[config.mk]
export PLATFORM = sky130hd
export DESIGN_NAME = mem_access_stage
export DESIGN_NICKNAME = d
export VERILOG_FILES = /design/src/rtl/mem_access_stage.sv
export SDC_FILE = /design/constraint.sdc
export NUM_CORES = 1
export LEC_CHECK = 0
export BUFFER_PORTS_ARGS = -buffer_cell sky130_fd_sc_hd__buf_2
export CAP_MARGIN = 15
export CORE_UTILIZATION = 35
export DETAILED_ROUTE_END_ITERATION = 16
export GPL_TIMING_DRIVEN = 1
export PLACE_DENSITY_LB_ADDON = 0.1
export SYNTH_ARGS = -nofsm -noshare
export SYNTH_HDL_FRONTEND = slang
export SYNTH_SLANG_ARGS = --single-unit
[constraint.sdc]
create_clock -name clk -period 4.31 [get_ports clk]
set_input_delay 0.431 -clock clk [delete_from_list [all_inputs] [get_ports clk]]
set_output_delay 0.431 -clock clk [all_outputs]
set_load 0.03 [all_outputs]
[src/rtl/mem_access_stage.sv]
// Memory stage of the five-stage pipeline: issues load/store requests on a
// req/ack data-memory port, stalls upstream while waiting, and fills M/WB.
module mem_access_stage #(
    parameter int TIMEOUT = 64
) (
    input  logic        clk,
    input  logic        reset,
    input  logic        valid_in,
    input  logic [31:0] address_in,
    input  logic [31:0] data_in,
    input  logic [3:0]  control_in,
    input  logic [4:0]  rgD_index_in,
    output logic        stall,
    output logic        mem_req,
    output logic        mem_we,
    output logic [31:0] mem_addr,
    output logic [31:0] mem_wdata,
    output logic [3:0]  mem_be,
    input  logic [31:0] mem_rdata,
    input  logic        mem_ack,
    output logic        wb_valid,
    output logic        wb_reg_write,
    output logic [31:0] wb_data,
    output logic [4:0]  wb_rgD_index,
    output logic        align_fault,
    output logic        bus_err
);

    typedef enum logic {ST_IDLE, ST_WAIT} state_t;

    localparam logic [7:0] CNT_LAST = 8'(TIMEOUT - 1);

    state_t     state;
    state_t     state_next;
    logic [7:0] wait_cnt;

    logic mem_read;
    logic mem_write;
    logic reg_write_req;
    logic byte_access;
    logic memop;
    logic misaligned;
    logic issue;
    logic req_c;
    logic stall_c;
    logic [31:0] load_value;

    function automatic logic [3:0] byte_enables(input logic is_byte, input logic [1:0] lane);
        byte_enables = is_byte ? (4'b0001 << lane) : 4'b1111;
    endfunction

    // Byte loads return the addressed lane zero-extended; word loads pass through.
    function automatic logic [31:0] load_result(input logic is_byte, input logic [1:0] lane,
                                                input logic [31:0] rdata);
        logic [31:0] shifted;
        shifted = rdata >> {lane, 3'b000};
        load_result = is_byte ? {24'd0, shifted[7:0]} : rdata;
    endfunction

    assign mem_read      = control_in[0];
    assign mem_write     = control_in[1];
    assign reg_write_req = control_in[2];
    assign byte_access   = control_in[3];
    assign memop         = valid_in & (mem_read | mem_write);
    assign misaligned    = memop & ~byte_access & (address_in[1:0] != 2'b00);
    assign issue         = memop & ~misaligned;
    assign load_value    = load_result(byte_access, address_in[1:0], mem_rdata);

    always_comb begin
        state_next = state;
        req_c      = 1'b0;
        stall_c    = 1'b0;
        case (state)
            ST_IDLE: begin
                req_c = issue;
                if (issue && !mem_ack) begin
                    stall_c    = 1'b1;
                    state_next = ST_WAIT;
                end
            end
            ST_WAIT: begin
                req_c = 1'b1;
                if (mem_ack || wait_cnt == CNT_LAST) begin
                    state_next = ST_IDLE;
                end else begin
                    stall_c = 1'b1;
                end
            end
            default: state_next = ST_IDLE;
        endcase
    end

    // Handshake outputs are forced low while reset is held.
    assign mem_req   = req_c & reset;
    assign stall     = stall_c & reset;
    assign mem_we    = mem_req & mem_write;
    assign mem_be    = mem_req ? byte_enables(byte_access, address_in[1:0]) : 4'b0000;
    assign mem_addr  = {address_in[31:2], 2'b00};
    assign mem_wdata = byte_access ? {4{data_in[7:0]}} : data_in;

    always_ff @(posedge clk or negedge reset) begin
        if (!reset) begin
            state    <= ST_IDLE;
            wait_cnt <= 8'd0;
        end else begin
            state    <= state_next;
            wait_cnt <= (state == ST_WAIT) ? wait_cnt + 8'd1 : 8'd0;
        end
    end

    always_ff @(posedge clk or negedge reset) begin
        if (!reset) begin
            wb_valid     <= 1'b0;
            wb_reg_write <= 1'b0;
            wb_data      <= 32'd0;
            wb_rgD_index <= 5'd0;
            align_fault  <= 1'b0;
            bus_err      <= 1'b0;
        end else begin
            align_fault <= 1'b0;
            bus_err     <= 1'b0;
            if (stall_c) begin
                wb_valid <= 1'b0;
            end else if (state == ST_WAIT) begin
                // Leaving WAIT: either the ack arrived or the wait timed out.
                wb_valid     <= 1'b1;
                wb_rgD_index <= rgD_index_in;
                if (mem_ack) begin
                    wb_reg_write <= reg_write_req & ~mem_write;
                    wb_data      <= mem_write ? address_in : load_value;
                end else begin
                    wb_reg_write <= 1'b0;
                    wb_data      <= address_in;
                    bus_err      <= 1'b1;
                end
            end else begin
                wb_valid     <= valid_in;
                wb_rgD_index <= rgD_index_in;
                if (misaligned) begin
                    wb_reg_write <= 1'b0;
                    wb_data      <= address_in;
                    align_fault  <= 1'b1;
                end else if (issue) begin
                    wb_reg_write <= reg_write_req & ~mem_write;
                    wb_data      <= mem_write ? address_in : load_value;
                end else begin
                    wb_reg_write <= reg_write_req & valid_in;
                    wb_data      <= address_in;
                end
            end
        end
    end

endmodule

==> flow_summary.yaml, run 1 <==
finish:
  n_antenna_cell: 0
  syn_to_final_growth_pct: 28.4
  final_common_cell: "buf_2"
  seq_area_sq_mm: 0.00125
  final_cell_mix: "buf_2 (218), dfrtp_1 (50), nand2_1 (43)"
  multi_input_area_sq_mm: 0.00165
  drive_above_1_share: 0.490
  fillers: 984
  fin_nets: 664
worst_setup_path:
  critPathLaunchType: "input pin"
  critPathKind: "in -> out"
  r2r_cells: 4
  end_kind: "primary output"
  regToRegSetupSlack_ns: 1.80
  r2r_end: "wb_data[3]"
  worstPathRequired_ns: 3.88
  r2r_start: "state"
  arrival_ns: 2.57
  path_max_fanout: 35
clock_tree:
  cts_hold_buf: 0
  clkTransAtPathRegs_ns: 0.10
  cts_setup_buffers: 0
  clk_latency_ns: 0.30
  root_buffer: "clkbuf_8"
  cts_tree: "built"
  clock_sinks: 50
  clockBufferDepth: 2
  htree_num_levels: 2
  numCtsBuffers: 5
  cts-resized-gates: 0
yosys:
  synthFlopType: "dfrtp_1"
  synth-edff-count: 0
  netlist_area_sq_mm: 0.00345
  async_flop_share: 1.00
  netlist.area_leader.share: 0.363
  netlist_top_cells_area: "dfrtp_1 (36%), a31oi_2 (11%), buf_4 (8.9%), nand2_1 (4.7%), nor3_1 (4.6%)"
  synth_warnings: 0
  synth.distinct_cells: 41
  synth_cells: 393
  syn-mean-instance-area_sq_um: 8.78
  yosysSeqAreaShare: 0.363
  synth_seq_cells: 50
  yosys.area.top_type: "dfrtp_1"
grt:
  grt_max_degree: 38
  grt-ovfl-total: 0
  grt_pass1_vias: 3219
  grt_pass1_wl_um: 16800
  antenna_found_initial: 0
  grt_use_total: 0.213
routing:
  avgRoutedWirePerCell_um: 16.3
  wl_um: 11100
  ant_nets: 0
  drt_iter0_markers: 218
  vias: 3373
  drc: 0
  viasPerCell: 4.93
  first_pass_iters: 4
sta:
  drv_slew: 0
  clock.fmax_mhz: 333
  worst_slew_pin_slew_ns: 0.999
  finalSetupTns_ns: 0
  finalHoldViolations: 0
  fin_crit_sh: 0.696
  min_period_ns: 3.00
  setup_viol: 0
  relSlewSlack: 0.334
  rsz0062_at_grt: "no"
  finalWorstSetupSlack_ns: 1.31
  skew_ns: 0.00516
power_and_ir_drop:
  switching_share: 0.378
  p_leak_nw: 2.25
  share_seq_of_total_power: 0.371
  powerDensity_mw_per_mm2: 332
  peakVddDrop_mv: 0.203
  combPwrFrac: 0.359
  p_switching_mw: 0.556
  internal_power_mw: 0.916
  clkPwrFrac: 0.270
place:
  place_ws_ns: 1.32
  dpl.hpwl_um: 8520
  gp_congestion: 0.857
  port_buffers: 218
floorplan:
  die_y_um: 101
  core_sq_mm: 0.00942
  die-area_sq_mm: 0.0103
  fp-row-count: 35
  io_pins: 221
  die_x_um: 101
  floorplan.initialDensity: 0.367
run:
  cap_viol_max_count: 0
run_status:
  status: "completed"
hold_path:
  hold_path.class: "in -> async"
routing by layer:
metal / up-vias / global-route usage / share of wire
li1: 1644 / - / -
met1: 1557 / 0.260 / 0.40
met2: 159 / 0.392 / 0.52
met3: 13 / 0.0324 / 0.066
met4: 0 / 0.0513 / 0.018
met5: - / 0 / 0
worst max-delay path by stage:
stage               cells past startpoint           to          start
floorplan                               7        stall    wait_cnt[0]
global placement                        7        stall  control_in[3]
detailed placement                      6  wb_data[29]  control_in[3]
CTS                                     7        stall  control_in[3]
global route                            7        stall  control_in[3]
finish                                  6    mem_be[0]  address_in[1]
sequential cells by signal (all words and copies together) (netlist names):
name,count
align_fault,1
wb_reg_write,1
wait_cnt,8
bus_err,1
state,1
wb_valid,1
wb_data,32
wb_rgD_index,5
synth_stat cells, drive strengths merged, types with 2 or more instances:
master / n
buf: 50
dfrtp: 50
nand2: 43
a31oi: 32
nor3: 32
inv: 28
nand3: 28
o21ai: 26
clkbuf: 19
a21oi: 13
nor2: 9
nor3b: 9
and2: 8
mux2i: 8
o221ai: 8
mux2: 5
nand2b: 3
xnor2: 3
nor2b: 2
xor2: 2
through the flow:
step / instance area (sq um) / hold WS [ns] / util / cells / total power, mW
3_5_place_dp: 4290 / 0.476 / 0.456 / 676 / 1.09
6_report: 4430 / 0.157 / 0.470 / 684 / 1.47
3_3_place_gp: 4290 / 0.470 / 0.456 / 676 / 1.09
5_1_grt: 4430 / 0.207 / 0.470 / 684 / 1.54
2_1_floorplan: 3450 / 0.135 / - / 394 / 0.923
4_1_cts: 4430 / 0.175 / 0.470 / 684 / 1.49
critical path, cell delays in order:
cell	delay, ns
buf_2	0.39
o21bai_2	0.22
a21oi_4	0.80
nand2b_1	0.42
nor2_1	0.08
buf_2	0.20
layout make-up:
class                   count  share of cell area
inverters                  28              0.0254
clock inverters             3              0.0155
well taps                 129              0.0364
multi-input cells         247               0.371
flip-flops and latches     50               0.282
clock buffers               5              0.0155
repair buffers            222               0.253
power groups by stage:
stage | clock network [mW] | logic (mW) | registers [mW]
finish | 0.398 | 0.529 | 0.546
detailed placement | 0 | 0.534 | 0.557
global route | 0.422 | 0.565 | 0.554
global placement | 0 | 0.529 | 0.556
floorplan | 0 | 0.279 | 0.644
CTS | 0.405 | 0.535 | 0.547
kinds of logic (layout without fill, tap and decap cells):
kind of cell,after synthesis,after routing,synth area share
simple gates,140,140,0.202
buf+inv,97,258,0.163
compound gates,86,86,0.211
flops,50,50,0.363
mux,13,13,0.0450
xor+xnor,5,5,0.0127
fa+ha+maj,1,1,0.00363
other cells,1,2,0.00109
Note: power is estimated with default switching activity, not from simulation.
==> inputs of run 2 (changes only) <==
==> constraint.sdc (replaced) <==
create_clock -name clk -period 2.6 [get_ports clk]
set_input_delay 0.26 -clock clk [delete_from_list [all_inputs] [get_ports clk]]
set_output_delay 0.26 -clock clk [all_outputs]
set_load 0.03 [all_outputs]
==> run 2 against run 1 <==
- routed wire length shrank 0.13%
- via count shrank 0.71%
- utilization grew 0.35 points
- die area is the same
- design area grew 0.73%
- cell count grew 1.3%
- clock power grew 11%
- critical path type is now reg -> out
- critical endpoint is now stall
- largest cell class unchanged
- largest power group unchanged
==> flow_summary.yaml, run 2 (synthesis results as in run 1) <==
finish:
  regMostFlops: "wb_data"
  instances_no_fill: 693
  largest_register_ff_count: 32
  syn_to_final_growth_pct: 29.3
  final_common_cell: "buf_2"
  fillers: 966
  n_antenna_cell: 0
  drive_above_1_share: 0.495
  fin_nets: 674
  final_cell_mix: "buf_2 (218), dfrtp_1 (50), nand2_1 (43)"
  stdcell_area_sq_mm: 0.00446
  reg_top3: "wb_data (32), wait_cnt (8), wb_rgD_index (5)"
routing:
  drt_iter0_markers: 146
  vias: 3349
  viasPerCell: 4.83
  wl_um: 11100
  first_pass_iters: 4
  ant_nets: 0
  drc: 0
  avgRoutedWirePerCell_um: 16.0
power_and_ir_drop:
  internal_power_mw: 1.33
  share_seq_of_total_power: 0.403
  peakVddDrop_mv: 0.180
  powerDensity_mw_per_mm2: 502
  switching_share: 0.405
  combPwrFrac: 0.400
  p_switching_mw: 0.906
  p_leak_nw: 2.27
  clkPwrFrac: 0.197
run_status:
  status: "completed"
floorplan:
  floorplan.initialDensity: 0.367
  io_pins: 221
  fp-row-count: 35
  core_sq_mm: 0.00942
  die-area_sq_mm: 0.0103
  die_x_um: 101
  die_y_um: 101
sta:
  setup_viol: 0
  finalSetupTns_ns: 0
  finalHoldViolations: 0
  worst_slew_pin_slew_ns: 0.737
  clock.fmax_mhz: 443
  min_period_ns: 2.26
  skew_ns: 0.00503
  fin_crit_sh: 0.869
  relSlewSlack: 0.507
  rsz0062_at_grt: "no"
  drv_slew: 0
worst_setup_path:
  end_kind: "primary output"
  critPathMaxStageDelay_ns: 0.44
  worstPathRequired_ns: 2.34
  critPathLaunch: "wait_cnt[0]"
  critPathLaunchType: "flop"
  path_buf_inv: 2
  path_max_fanout: 9
  r2r_start: "wait_cnt[0]"
  path_delay_family: "simple AND/OR/NAND/NOR gates"
  arrival_ns: 2.00
  crit_slowest_cell: "dfrtp_1"
  critPathKind: "reg -> out"
  timing.critical_path.cells: "ha_1 > a41o_1 > or2_2 > inv_8 > and2_1 > buf_2"
clock_tree:
  cts_hold_buf: 1
  numCtsBuffers: 5
  clk_latency_ns: 0.30
  cts_tree: "built"
  cts_setup_buffers: 0
  htree_num_levels: 2
  root_buffer: "clkbuf_8"
  cts-resized-gates: 0
  clockBufferDepth: 2
  clkTransAtPathRegs_ns: 0.09
  clock_sinks: 50
grt:
  grt_pass1_vias: 3227
  grt-ovfl-total: 0
  grt_pass1_wl_um: 16400
  grt_use_total: 0.210
  grt_max_degree: 37
  antenna_found_initial: 0
place:
  gp_congestion: 0.822
  port_buffers: 218
  dpl_cell_area_sq_mm: 0.00437
  placed_cells: 685
  dpl.hpwl_um: 8620
run:
  cap_viol_max_count: 0
hold_path:
  worstHoldStart: "mem_ack"
  hold_path.class: "in -> reg"
[run 2: cell count changes in the layout (fill, tap and decap cells not counted), sizes merged]
cell	change
bufinv	-2
dlygate4sd3	+1
clkinv	-1
clkinvlp	+1
clkbuf	+1
buf	+9
[run 2: area by class of cell]
cell class              instances  area (sq um)  share of cell area
multi-input cells             247          1650               0.369
well taps                     129           161              0.0362
flip-flops and latches         50          1250               0.280
repair buffers                232          1210               0.271
clock buffers                   6          72.6              0.0163
clock inverters                 1          7.51             0.00168
inverters                      28           113              0.0252
[run 2: worst paths after layout]
check	end	slack (ns)	depth (start not counted)
worst min-delay path	bus_err	0.18	2
max in group asynchronous	wb_data[21]	1.75	3
worst min register to register	wb_reg_write	0.50	1
worst max register to register	wb_data[11]	0.71	5
worst max-delay path	stall	0.34	6
min in group asynchronous	wb_data[10]	0.52	3
[run 2: routing by layer]
| layer | up-vias | global-route usage | share of wire |
|---|---|---|---|
| met5 | - | 0 | 0 |
| met4 | 0 | 0.0457 | 0.010 |
| met3 | 8 | 0.0380 | 0.063 |
| met2 | 146 | 0.384 | 0.51 |
| met1 | 1532 | 0.255 | 0.42 |
| li1 | 1663 | - | - |
[run 2: power groups by stage]
stage	combinational (mW)	clock, mW	sequential, mW
floorplan	0.463	0	1.07
global placement	0.897	0	0.915
detailed placement	0.901	0	0.918
CTS	0.904	0.460	0.903
global route	0.957	0.489	0.911
finish	0.895	0.442	0.901
[run 2: per-stage QoR]
| step | util | power [mW] | hold slack, ns | worst slack [ns] |
|---|---|---|---|---|
| after global routing | 0.474 | 2.36 | 0.165 | 0.253 |
| after floorplan | - | 1.53 | -0.0356 | 0.634 |
| after CTS | 0.474 | 2.27 | 0.169 | 0.320 |
| after global placement | 0.464 | 1.81 | 0.331 | 0.514 |
| after detailed placement | 0.464 | 1.82 | 0.328 | 0.488 |
| final | 0.474 | 2.24 | 0.177 | 0.341 |
